===== config.mk =====
export PLATFORM = sky130hd
export DESIGN_NAME = st506_seek_controller
export DESIGN_NICKNAME = d
export VERILOG_FILES = /design/src/rtl/st506_seek_pkg.sv /design/src/rtl/st506_cycle_timer.sv /design/src/rtl/st506_seek_controller.sv
export SDC_FILE = /design/constraint.sdc
export NUM_CORES = 1
export LEC_CHECK = 0
export ABC_AREA = 1
export CAP_MARGIN = 40
export CORE_AREA = 2 2 107 109
export DETAILED_ROUTE_END_ITERATION = 16
export DIE_AREA = 0 0 109 111
export HOLD_SLACK_MARGIN = 0.05
export PLACE_DENSITY = 0.81
export REMOVE_ABC_BUFFERS = 1
export SETUP_SLACK_MARGIN = 0.3
export SLEW_MARGIN = 15
export SYNTH_ARGS = -nofsm -noshare
export SYNTH_HDL_FRONTEND = slang
export SYNTH_HIERARCHICAL = 1
export SYNTH_SLANG_ARGS = --single-unit

===== constraint.sdc =====
create_clock -name clk -period 4.3 [get_ports clk]
set_input_delay 0.43 -clock clk [delete_from_list [all_inputs] [get_ports clk]]
set_output_delay 0.43 -clock clk [all_outputs]
set_load 0.02 [all_outputs]

===== src/rtl/st506_seek_pkg.sv =====
// Shared types and default timing for the ST-506 seek sequencer.
// Timing defaults assume a 300 MHz system clock.
package st506_seek_pkg;

   typedef enum logic [2:0] {
      ST_IDLE      = 3'd0,
      ST_DIR_SETUP = 3'd1,
      ST_PULSE     = 3'd2,
      ST_GAP       = 3'd3,
      ST_SETTLE    = 3'd4,
      ST_FINISH    = 3'd5
   } seek_state_e;

   typedef enum logic [2:0] {
      ERR_NONE           = 3'd0,
      ERR_NOT_READY      = 3'd1,
      ERR_NOT_CAL        = 3'd2,
      ERR_SEEK_TIMEOUT   = 3'd3,
      ERR_TRK0_NOT_FOUND = 3'd4
   } seek_err_e;

   localparam int unsigned TIMER_W              = 32;
   localparam int unsigned DEF_CYL_W            = 11;
   localparam int unsigned DEF_DIR_SETUP_CYC    = 300;
   localparam int unsigned DEF_STEP_PULSE_CYC   = 3000;
   localparam int unsigned DEF_STEP_GAP_CYC     = 9000;
   localparam int unsigned DEF_SC_BLANK_CYC     = 64;
   localparam int unsigned DEF_SEEK_TIMEOUT_CYC = 300000000;
   localparam int unsigned DEF_RECAL_MAX_STEPS  = 2047;

   // A state that must last N cycles loads N-1: the exit decision is taken on the zero cycle.
   function automatic logic [TIMER_W-1:0] timer_span(input int unsigned cycles);
      return (cycles == 0) ? '0 : TIMER_W'(cycles - 1);
   endfunction

endpackage


===== src/rtl/st506_cycle_timer.sv =====
// Loadable down-counter shared by every timed state of the seek sequencer.
module st506_cycle_timer
   import st506_seek_pkg::*;
(
   input  logic               clk,
   input  logic               reset,
   input  logic               load_i,
   input  logic [TIMER_W-1:0] load_val_i,
   output logic               zero_o
);

   logic [TIMER_W-1:0] count_q;

   // NOTE: sequential state uses non-blocking assignments so every flop samples pre-edge values.
   always_ff @(posedge clk or posedge reset) begin
      if (reset) begin
         count_q <= '0;
      end else if (load_i) begin
         count_q <= load_val_i;
      end else if (count_q != '0) begin
         count_q <= count_q - TIMER_W'(1);
      end
   end

   assign zero_o = (count_q == '0);

endmodule


===== src/rtl/st506_seek_controller.sv =====
// Seek/recalibrate sequencer: generates timed step pulses, tracks the head cylinder
// and reports done/error to the command FSM.
module st506_seek_controller
   import st506_seek_pkg::*;
#(
   parameter int unsigned CYL_W            = DEF_CYL_W,
   parameter int unsigned DIR_SETUP_CYC    = DEF_DIR_SETUP_CYC,
   parameter int unsigned STEP_PULSE_CYC   = DEF_STEP_PULSE_CYC,
   parameter int unsigned STEP_GAP_CYC     = DEF_STEP_GAP_CYC,
   parameter int unsigned SC_BLANK_CYC     = DEF_SC_BLANK_CYC,
   parameter int unsigned SEEK_TIMEOUT_CYC = DEF_SEEK_TIMEOUT_CYC,
   parameter int unsigned RECAL_MAX_STEPS  = DEF_RECAL_MAX_STEPS
) (
   input  logic             clk,
   input  logic             reset,
   input  logic             cmd_seek,
   input  logic             cmd_recal,
   input  logic [CYL_W-1:0] target_cyl,
   input  logic             seek_complete,
   input  logic             at_track00,
   input  logic             drive_ready,
   output logic             step_pulse,
   output logic             step_direction,
   output logic             busy,
   output logic             done,
   output logic             error,
   output logic [2:0]       err_code,
   output logic [CYL_W-1:0] current_cyl,
   output logic             cyl_valid
);

   seek_state_e        state_q, state_d;
   seek_err_e          err_code_q, err_code_d;
   logic [CYL_W-1:0]   cyl_q, cyl_d;
   logic [CYL_W-1:0]   steps_q, steps_d;
   logic               dir_q, dir_d;
   logic               cyl_valid_q, cyl_valid_d;
   logic               recal_q, recal_d;
   logic               blank_q, blank_d;
   logic               error_q, error_d;
   logic               step_pulse_q, busy_q, done_q;
   logic               tmr_load, tmr_zero, abort;
   logic [TIMER_W-1:0] tmr_val;

   st506_cycle_timer u_timer (
      .clk        (clk),
      .reset      (reset),
      .load_i     (tmr_load),
      .load_val_i (tmr_val),
      .zero_o     (tmr_zero)
   );

   assign abort = !drive_ready &&
                  (state_q inside {ST_DIR_SETUP, ST_PULSE, ST_GAP, ST_SETTLE});

   always_comb begin
      // NOTE: every next-state value defaults to its register first, so no path infers a latch.
      state_d     = state_q;
      err_code_d  = err_code_q;
      error_d     = error_q;
      cyl_d       = cyl_q;
      steps_d     = steps_q;
      dir_d       = dir_q;
      cyl_valid_d = cyl_valid_q;
      recal_d     = recal_q;
      blank_d     = blank_q;
      tmr_load    = 1'b0;
      tmr_val     = '0;

      case (state_q)
         ST_IDLE: begin
            if (cmd_recal || cmd_seek) begin
               error_d    = 1'b0;
               err_code_d = ERR_NONE;
               recal_d    = cmd_recal;
               tmr_load   = 1'b1;
               tmr_val    = timer_span(DIR_SETUP_CYC);
               if (!drive_ready) begin
                  state_d    = ST_FINISH;
                  error_d    = 1'b1;
                  err_code_d = ERR_NOT_READY;
               end else if (cmd_recal) begin
                  dir_d       = 1'b0;
                  cyl_valid_d = 1'b0;
                  steps_d     = '0;
                  state_d     = at_track00 ? ST_SETTLE : ST_DIR_SETUP;
               end else if (!cyl_valid_q) begin
                  state_d    = ST_FINISH;
                  error_d    = 1'b1;
                  err_code_d = ERR_NOT_CAL;
               end else if (target_cyl == cyl_q) begin
                  state_d = ST_SETTLE;
               end else begin
                  dir_d   = (target_cyl > cyl_q);
                  steps_d = (target_cyl > cyl_q) ? target_cyl - cyl_q : cyl_q - target_cyl;
                  state_d = ST_DIR_SETUP;
               end
               if (state_d == ST_SETTLE) begin
                  blank_d = 1'b1;
                  tmr_val = timer_span(SC_BLANK_CYC);
               end
            end
         end
         ST_DIR_SETUP: begin
            if (tmr_zero) begin
               state_d  = ST_PULSE;
               tmr_load = 1'b1;
               tmr_val  = timer_span(STEP_PULSE_CYC);
            end
         end
         ST_PULSE: begin
            if (tmr_zero) begin
               state_d  = ST_GAP;
               tmr_load = 1'b1;
               tmr_val  = timer_span(STEP_GAP_CYC);
               steps_d  = recal_q ? steps_q + CYL_W'(1) : steps_q - CYL_W'(1);
               if (dir_q) begin
                  cyl_d = cyl_q + CYL_W'(1);
               end else if (cyl_q != '0) begin
                  cyl_d = cyl_q - CYL_W'(1);
               end
            end
         end
         ST_GAP: begin
            if (tmr_zero) begin
               tmr_load = 1'b1;
               tmr_val  = timer_span(STEP_PULSE_CYC);
               state_d  = ST_PULSE;
               if (recal_q && at_track00) begin
                  state_d = ST_SETTLE;
                  cyl_d   = '0;
               end else if (recal_q && steps_q == CYL_W'(RECAL_MAX_STEPS)) begin
                  state_d    = ST_FINISH;
                  error_d    = 1'b1;
                  err_code_d = ERR_TRK0_NOT_FOUND;
               end else if (!recal_q && steps_q == '0) begin
                  state_d = ST_SETTLE;
               end
               if (state_d == ST_SETTLE) begin
                  blank_d = 1'b1;
                  tmr_val = timer_span(SC_BLANK_CYC);
               end
            end
         end
         ST_SETTLE: begin
            // seek_complete is meaningless while the drive is still latching the last step.
            if (blank_q) begin
               if (tmr_zero) begin
                  blank_d  = 1'b0;
                  tmr_load = 1'b1;
                  tmr_val  = timer_span(SEEK_TIMEOUT_CYC);
               end
            end else if (seek_complete) begin
               state_d = ST_FINISH;
               if (recal_q) begin
                  cyl_valid_d = 1'b1;
                  cyl_d       = '0;
               end
            end else if (tmr_zero) begin
               state_d     = ST_FINISH;
               error_d     = 1'b1;
               err_code_d  = ERR_SEEK_TIMEOUT;
               cyl_valid_d = 1'b0;
            end
         end
         ST_FINISH: state_d = ST_IDLE;
         default:   state_d = ST_IDLE;
      endcase

      // Losing the drive mid-command wins over everything; a truncated pulse never counts.
      if (abort) begin
         state_d     = ST_FINISH;
         error_d     = 1'b1;
         err_code_d  = ERR_NOT_READY;
         cyl_valid_d = 1'b0;
         cyl_d       = cyl_q;
         steps_d     = steps_q;
         tmr_load    = 1'b0;
      end
   end

   always_ff @(posedge clk or posedge reset) begin
      if (reset) begin
         state_q      <= ST_IDLE;
         err_code_q   <= ERR_NONE;
         error_q      <= 1'b0;
         cyl_q        <= '0;
         steps_q      <= '0;
         dir_q        <= 1'b0;
         cyl_valid_q  <= 1'b0;
         recal_q      <= 1'b0;
         blank_q      <= 1'b0;
         step_pulse_q <= 1'b0;
         busy_q       <= 1'b0;
         done_q       <= 1'b0;
      end else begin
         state_q      <= state_d;
         err_code_q   <= err_code_d;
         error_q      <= error_d;
         cyl_q        <= cyl_d;
         steps_q      <= steps_d;
         dir_q        <= dir_d;
         cyl_valid_q  <= cyl_valid_d;
         recal_q      <= recal_d;
         blank_q      <= blank_d;
         step_pulse_q <= (state_d == ST_PULSE);
         busy_q       <= (state_d inside {ST_DIR_SETUP, ST_PULSE, ST_GAP, ST_SETTLE});
         done_q       <= (state_d == ST_FINISH);
      end
   end

   assign step_pulse     = step_pulse_q;
   assign step_direction = dir_q;
   assign busy           = busy_q;
   assign done           = done_q;
   assign error          = error_q;
   assign err_code       = err_code_q;
   assign current_cyl    = cyl_q;
   assign cyl_valid      = cyl_valid_q;

endmodule


Yosys cells after proc, flatten, opt, wreduce, memory -nomap -nowiden
Cells that the tools add are included.
- bitwise operators: 1
- $add $sub $neg: 7
- eq/ne operators: 38
- multiplexer cells: 98
- magnitude comparators: 1
- reductions and logical operators: 29
- operators with widths (operator ; count):
    $mux W11 ; 16
    $pmux W29 S5 ; 1
    $mux W3 ; 28
    $mux W32 ; 2
    $mux W29 ; 2
    $mux W12 ; 3
    $pmux W11 S3 ; 1
    $logic_not A32 Y1 ; 1
    $mux W1 ; 32
    $reduce_bool A32 Y1 ; 1
    $sub A32 B1 Y32 const B ; 1
    $ne A3 B3 Y1 const B ; 10
    $add A11 B1 Y11 const B ; 2
    $pmux W11 S2 ; 1
    $sub A11 B1 Y11 const B ; 2
    $sub A11 B11 Y11 ; 2
    $mux W9 ; 2
    $ne A2 B2 Y1 const B ; 9
    $eq A3 B3 Y1 const B ; 5
    $pmux W3 S5 ; 1
    $mux W14 ; 1
    $reduce_and A7 Y1 ; 2
    $eq A3 B2 Y1 const B ; 4
    $reduce_bool A4 Y1 ; 3
    25 further kinds ; 42
- word-level logic and storage cells: 187
- bits of input ports: 18
- output and inout port bits: 20
- register bits: 68

Logic depth before layout (Yosys ltp)
Gate-level depths: netlist of run 1.
- depth after elaboration: 12
- mapped depth: 19
- gate-level depth less buffers: 18

Hierarchy
The synthesis of run 1 kept the hierarchy.
- modules (own cells, without submodules) (module ; area an instance (µm²) ; times used ; cells each ; sequential area each (µm²)):
    st506_seek_controller ; 4365.4 ; 1 ; 697 ; 900.9
    st506_cycle_timer ; 2260.9 ; 1 ; 343 ; 800.8

Worst setup path before layout of run 1
No wires, ideal clock.
- path kind: register -> register
- start: reg u_timer.count_q[0]
- end: reg u_timer.count_q[4]
- period minus slack after synthesis: 3194 ps
- stages on the path, launching flop included: 19
- arrival time: 3116 ps
- slack: 1106 ps
- library setup time: 77 ps
- buffers on the path: 2
- required time: 4223 ps
- path through: dfrtp_1 > inv_1 > ha_1 > nand3_1 > nor2_1 > nand2_1 > nor3_1 > inv_1 > nor2_1 > inv_1 > nand3_1 > inv_1 > nand2_1 > nand2_1 > inv_1 > buf_4 > clkbuf_1 > nand2_1 > a21oi_1
- word-level cells in the longest chain between the ends: 6
- elaborated cells between the ends (all ways): 15
- classes of those cells: 1 x add/sub; 11 x mux; 3 x reduce/logical
- ends and longest elaborated chain (what ; line ; source):
    start: declaration ; st506_cycle_timer.sv:12 ; logic [TIMER_W-1:0] count_q;
    start signal: assignment ; st506_cycle_timer.sv:19 ; count_q <= load_val_i;
    start signal: assignment ; st506_cycle_timer.sv:21 ; count_q <= count_q - TIMER_W'(1);
    $logic_not A32 Y1 * ; st506_cycle_timer.sv:25 ; assign zero_o = (count_q == '0);
    named net tmr_zero ; st506_seek_controller.sv:42 ; logic tmr_load, tmr_zero, abort;
    $mux W1 * ; -- ;
    $mux W1 ; st506_seek_controller.sv:147 ; if (blank_q) begin
    $pmux W1 S3 * ; st506_seek_controller.sv:70 ; case (state_q)
    $mux W1 * ; st506_seek_controller.sv:171 ; if (abort) begin
    named net tmr_load ; st506_seek_controller.sv:42 ;
    $mux W32 / $reduce_bool A2 Y1 (equally long branches) ; -- ;
Mark *: on every way through the listed nets, which the timed path passes. The rest lies on a longest branch. The select of a mux whose other input is x is not followed.
A chain may end at the register's enable or synchronous reset.

Worst setup path after layout of run 1
- start: reg u_timer.count_q[0]
- end: reg u_timer.count_q[26]
The elaborated chain is that of the path after synthesis.

==> results_dict.tcl, run 1 <==
set metrics [dict create \
    cp_max_fo 29 \
    slowest_stage "nor3_2" \
    nets 1152 \
    tns_ps 0 \
    final_hold_viol_count 0 \
    setup_viol_count_final 0 \
    crit_required_ps 4520 \
    multi_input_area_um2 4300 \
    p_comb_share_pct 65.4 \
    synthToLayoutAreaGrowth_pct 12.5 \
    status "finished, final reports clean" \
    fin_crit_ps 3600 \
    grt_start_max_net_pins 37 \
    post_dp_cell_area_um2 7140 \
    num_vias 6748 \
    worst_pin_slew_ps 701 \
    ant_nets 0 \
    syn_area_per_cell_um2 6.37 \
    drive_gt1_share_pct 6.76 \
    dpl.hpwl_um 13300 \
    cts_buffers 9 \
    seq_area_um2 1700 \
    hold_class "in2async" \
    cts_max_level 3 \
    gp_congestion 0.978 \
    power_frac_clock_pct 12.7 \
    utilization_pct 67.3 \
    clock_latency_ps 340 \
    fp.coreArea_um2 11100 \
    cts_sinks 68 \
    antennaDiodeCount 0 \
    fmax_mhz 278 \
    overflow 0 \
    stdcell_area_um2 7460 \
    grt_pass1_vias 6283 \
    synth_cell_types 44 \
    synthTopCellsByArea "dfrtp_1 (26%), nand2_1 (19%), inv_1 (8.2%)" \
    rsz0062_at_grt "no" \
    peakVddDrop_mv 0.557 \
    synth_top_area_cell "dfrtp_1" \
    path_clk_slew_ps 60 \
    io_pins 38 \
    tritoncts "yes" \
    yosys-top-cells-count "nand2_1 (334), inv_1 (144), nor2_1 (107)" \
    fp.dieW_um 109 \
    post-route-period-util_pct 83.6 \
    drt-pass1-iter-count 7 \
    finalClockSkew_ps 10.4 \
    p_leak_nw 3.98 \
    synthesis.area_um2 6630 \
    post_cts_buffers 0 \
    yosysWarnings 6 \
    root_buffer "clkbuf_16" \
    cp-end-kind "register" \
    vias_per_cell 5.45 \
    critPathBufInv 6 \
    path_class "reg2reg" \
    port_buffers 37 \
    swShare_pct 53.1 \
    worstSetupStartpointType "register" \
    fp.dieH_um 111 \
    async_flop_share_pct 100 \
    rows 39 \
    crit_arrival_ps 3820 \
    synthFlopType "dfrtp_1" \
    ys_seq_elements 68 \
    die_area_um2 12100 \
    drtIter0Drc 470 \
    wire_per_inst_um 13.8 \
    total_power_mw 5.83 \
    cap_viol_max_count 0 \
    drcViolationCount 0 \
    crit_chain "inv_1 -> ha_1 -> nand3_1 -> nor2_1 -> nand2_1 -> nor3_2 -> inv_1 -> nor2_4 -> inv_1 -> nand3_1 -> inv_1 -> nand2_1 -> nand2_1 -> inv_1 -> buf_4 -> nor2_4 -> nand2_1 -> nand2_1" \
    initial_utilization_pct 59.8 \
    ys_seq_area_share_pct 25.7 \
    antenna_found_initial 0 \
    p_per_area_nw_per_um2 781 \
    grt_first_pass_wirelength_um 29000 \
    n_fill_cell 1002 \
    intPower_mw 2.73 \
    critical-path-max-stage-delay_ps 410 \
    yosysMostFrequentCell "nand2_1" \
    clock_path_buffers 2 \
    slew_headroom_pct 53.2 \
    wl_um 17100 \
    maxSlewViolCount 0 \
    synthCells 1040 \
    crit_family "simple AND/OR/NAND/NOR gates" \
    synth_edf_count 0 \
    p_seq_share_pct 21.9 \
    synth_top_area_share_pct 25.7 \
    grt_use_total_pct 29.9 \
    p_sw_mw 3.10 \
]
## power groups by stage
stage          sequential, mW  combinational, mW  clock, mW
6_report                 1.28               3.81      0.739
5_1_grt                  1.31               4.31      0.785
4_1_cts                  1.27               3.76      0.754
3_5_place_dp             1.28               3.73          0
3_3_place_gp             1.27               3.68          0
2_1_floorplan            1.25               2.81          0
## repair_timing
item,in CTS,in global routing
gates cloned,0,0
gates resized for setup,1,2
hold buffers,0,0
setup endpoints to repair,16,30
## placed cells by master, fill, tap and decap left out, drive strengths merged, types with 32 or more instances in the layout
cell type / instances
nand2: 345
inv: 153
nor2: 129
nand3: 73
dfrtp: 68
o21ai: 64
a21oi: 44
ha: 40
clkdlybuf4s50: 37
nand4: 32
## through the flow
stage	std cells	worst slack, ps	hold slack (ps)
after CTS	1238	509	266
after global placement	1222	577	476
after floorplan	1038	645	458
after detailed placement	1222	300	484
after global routing	1238	361	301
final	1238	704	276
## final timing paths
kind	startpoint	endpoint	slack, ps	depth (start not counted)
worst min-delay path	reset	u_timer/count_q[13]	280	2
min in group clk	error	error	490	2
worst max register to register	u_timer/count_q[0]	u_timer/count_q[26]	700	18
max in group asynchronous	reset	steps_q[1]	3420	3
worst max-delay path	u_timer/count_q[0]	u_timer/count_q[26]	700	18
worst min register to register	error	error	490	2
## area by class of cell
class / instances / share of cell area [%]
clock inverters: 7 / 1.02
multi-input cells: 817 / 57.7
well taps: 143 / 2.40
flip-flops and latches: 68 / 22.8
repair buffers: 41 / 5.37
clock buffers: 9 / 3.02
inverters: 153 / 7.70
## routing by layer
layer	vias to the layer above	global-route usage (%)	share of wire (%)
met5	-	0	0
met4	0	10.6	3.0
met3	47	4.76	6.5
met2	251	50.2	48
met1	3043	38.5	43
li1	3407	-	-
## kinds of logic after synthesis
logic type | Yosys count | synth area share (%)
xor+xnor | 34 | 4.49
fa+ha+maj | 44 | 8.76
simple gates | 600 | 40.5
compound gates | 126 | 10.3
flops | 68 | 25.7
other cells | 1 | 0.0566
buf+inv | 167 | 10.3
## flip-flops by register name, summed over array words and instances, names as in the netlist
| name | cells |
|---|---|
| u_timer/count_q | 32 |
| state_q | 3 |
| blank_q | 1 |
| cyl_valid | 1 |
| done | 1 |
| steps_q | 11 |
| error | 1 |
| step_direction | 1 |
| step_pulse | 1 |
| current_cyl | 11 |
| recal_q | 1 |
| err_code | 3 |
| busy | 1 |
No activity file was read; power rests on OpenSTA's default activity.
==> run 2: changes to the inputs <==
==> constraint.sdc (replaced) <==
create_clock -name clk -period 3.45 [get_ports clk]
set_input_delay 0.345 -clock clk [delete_from_list [all_inputs] [get_ports clk]]
set_output_delay 0.345 -clock clk [all_outputs]
set_load 0.02 [all_outputs]
==> results_dict.tcl, run 2 (synthesis results as in run 1) <==
set metrics [dict create \
    status "finished, final reports clean" \
    cts_sinks 68 \
    antenna_found_initial 0 \
    wire_per_inst_um 13.8 \
    cp_max_fo 36 \
    drt-met1-wl_um 7410 \
    max_flop_register "u_timer/count_q" \
    setup_viol_count_final 0 \
    hold_class "in2async" \
    whs_ps 437 \
    clock_path_buffers 2 \
    port_buffers 37 \
    rows 39 \
    dpl.cell_count 1224 \
    io_pins 38 \
    reg2reg_from "u_timer/count_q[0]" \
    stdcell_area_um2 7490 \
    drt-pass1-iter-count 5 \
    num_vias 6737 \
    finalClockSkew_ps 9.44 \
    peakVddDrop_mv 0.693 \
    synthToLayoutAreaGrowth_pct 13.0 \
    post-route-period-util_pct 83.2 \
    utilization_pct 67.6 \
    rsz0062_at_grt "no" \
    tritoncts "yes" \
    grt_use_total_pct 29.4 \
    finalNonFillerCells 1240 \
    fin_crit_ps 2870 \
    grt_start_max_net_pins 37 \
    fp.dieH_um 111 \
    post_cts_buffers 0 \
    path_class "reg2reg" \
    drtIter0Drc 480 \
    wl_met3_um 968 \
    die_area_um2 12100 \
    root_buffer "clkbuf_16" \
    crit_required_ps 3680 \
    n_fill_cell 1028 \
    final_cell_mix "nand2_1 (333), inv_1 (144), nor2_1 (105)" \
    cts_max_level 3 \
    crit_arrival_ps 3100 \
    grt_pass1_vias 6330 \
    cp-end-kind "register" \
    pre_cts_slack_ps 408 \
    vias_per_cell 5.43 \
    maxSlewViolCount 0 \
    fp.dieW_um 109 \
    gp_congestion 0.961 \
    largest_reg_flops 32 \
    dpl.hpwl_um 13200 \
    overflow 0 \
    nets 1154 \
    cts_buffers 9 \
    total_power_mw 7.29 \
    fmax_mhz 348 \
    rr_endpoint "u_timer/count_q[27]" \
    p_per_area_nw_per_um2 974 \
    drcViolationCount 0 \
    rrSetupSlack_ps 580 \
    reg2regPathDepth 18 \
    initial_utilization_pct 59.8 \
    worstSetupStartpointType "register" \
    fp.coreArea_um2 11100 \
    grt_first_pass_wirelength_um 28600 \
    ant_nets 0 \
    tns_ps 0 \
    clock_latency_ps 340 \
    final_hold_viol_count 0 \
    slew_headroom_pct 63.7 \
    drive_gt1_share_pct 7.20 \
    worst_pin_slew_ps 545 \
    top_layer_used "met4" \
    p_leak_nw 4.00 \
    path_clk_slew_ps 60 \
    post_dp_cell_area_um2 7160 \
    antennaDiodeCount 0 \
    setup_slack_ps 579 \
    cap_viol_max_count 0 \
    wl_um 17100 \
    layout_commonest_cell "nand2_1" \
    met2_length_um 8210 \
]
-- run 2: worst max-delay path: stages, from the launching register on --
cell     delay (ps)
dfrtp_1         400
inv_1           110
ha_2            240
nand3_1         170
nor2_2          160
nand2_1          90
nor3_2          230
inv_1           160
nor2_1          180
inv_1           120
nand3_1          80
inv_1            50
nand2_1         110
nand2_1          70
inv_1           120
buf_12          210
nor2_4          120
nand2_1          90
nand2_1          50
-- run 2: power breakdown --
part	internal [mW]	total, mW	switching (mW)
clock	0.563	0.936	0.374
combinational	1.72	4.77	3.05
sequential	1.14	1.59	0.452
-- run 2: timing repair --
action	4_1_cts	5_1_grt
resized for setup	1	7
endpoints found under the setup margin	1	48
endpoints found under the hold margin	0	0
gates cloned	0	0
hold buffers	0	0
-- run 2: cell type report --
type	instances	area [um2]	area share [%]
clock buffer	9	225	3.01
multi-input combinational	817	4300	57.5
clock inverter	7	75.1	1.00
tap	143	179	2.39
timing repair buffer	43	428	5.72
sequential	68	1700	22.7
inverter	153	574	7.67
-- run 2: worst max path at each step --
stage | startpoint | end
after global placement | u_timer/count_q[0] | u_timer/count_q[29]
after floorplan | u_timer/count_q[0] | u_timer/count_q[10]
after CTS | u_timer/count_q[0] | u_timer/count_q[10]
final | u_timer/count_q[0] | u_timer/count_q[27]
after global routing | u_timer/count_q[0] | u_timer/count_q[10]
after detailed placement | u_timer/count_q[0] | u_timer/count_q[16]
-- run 2: layer usage --
layer,track usage (%),vias up
met3,4.17,46
met2,48.9,238
met1,38.0,3032
li1,-,3421
met5,0,-
met4,12.0,0
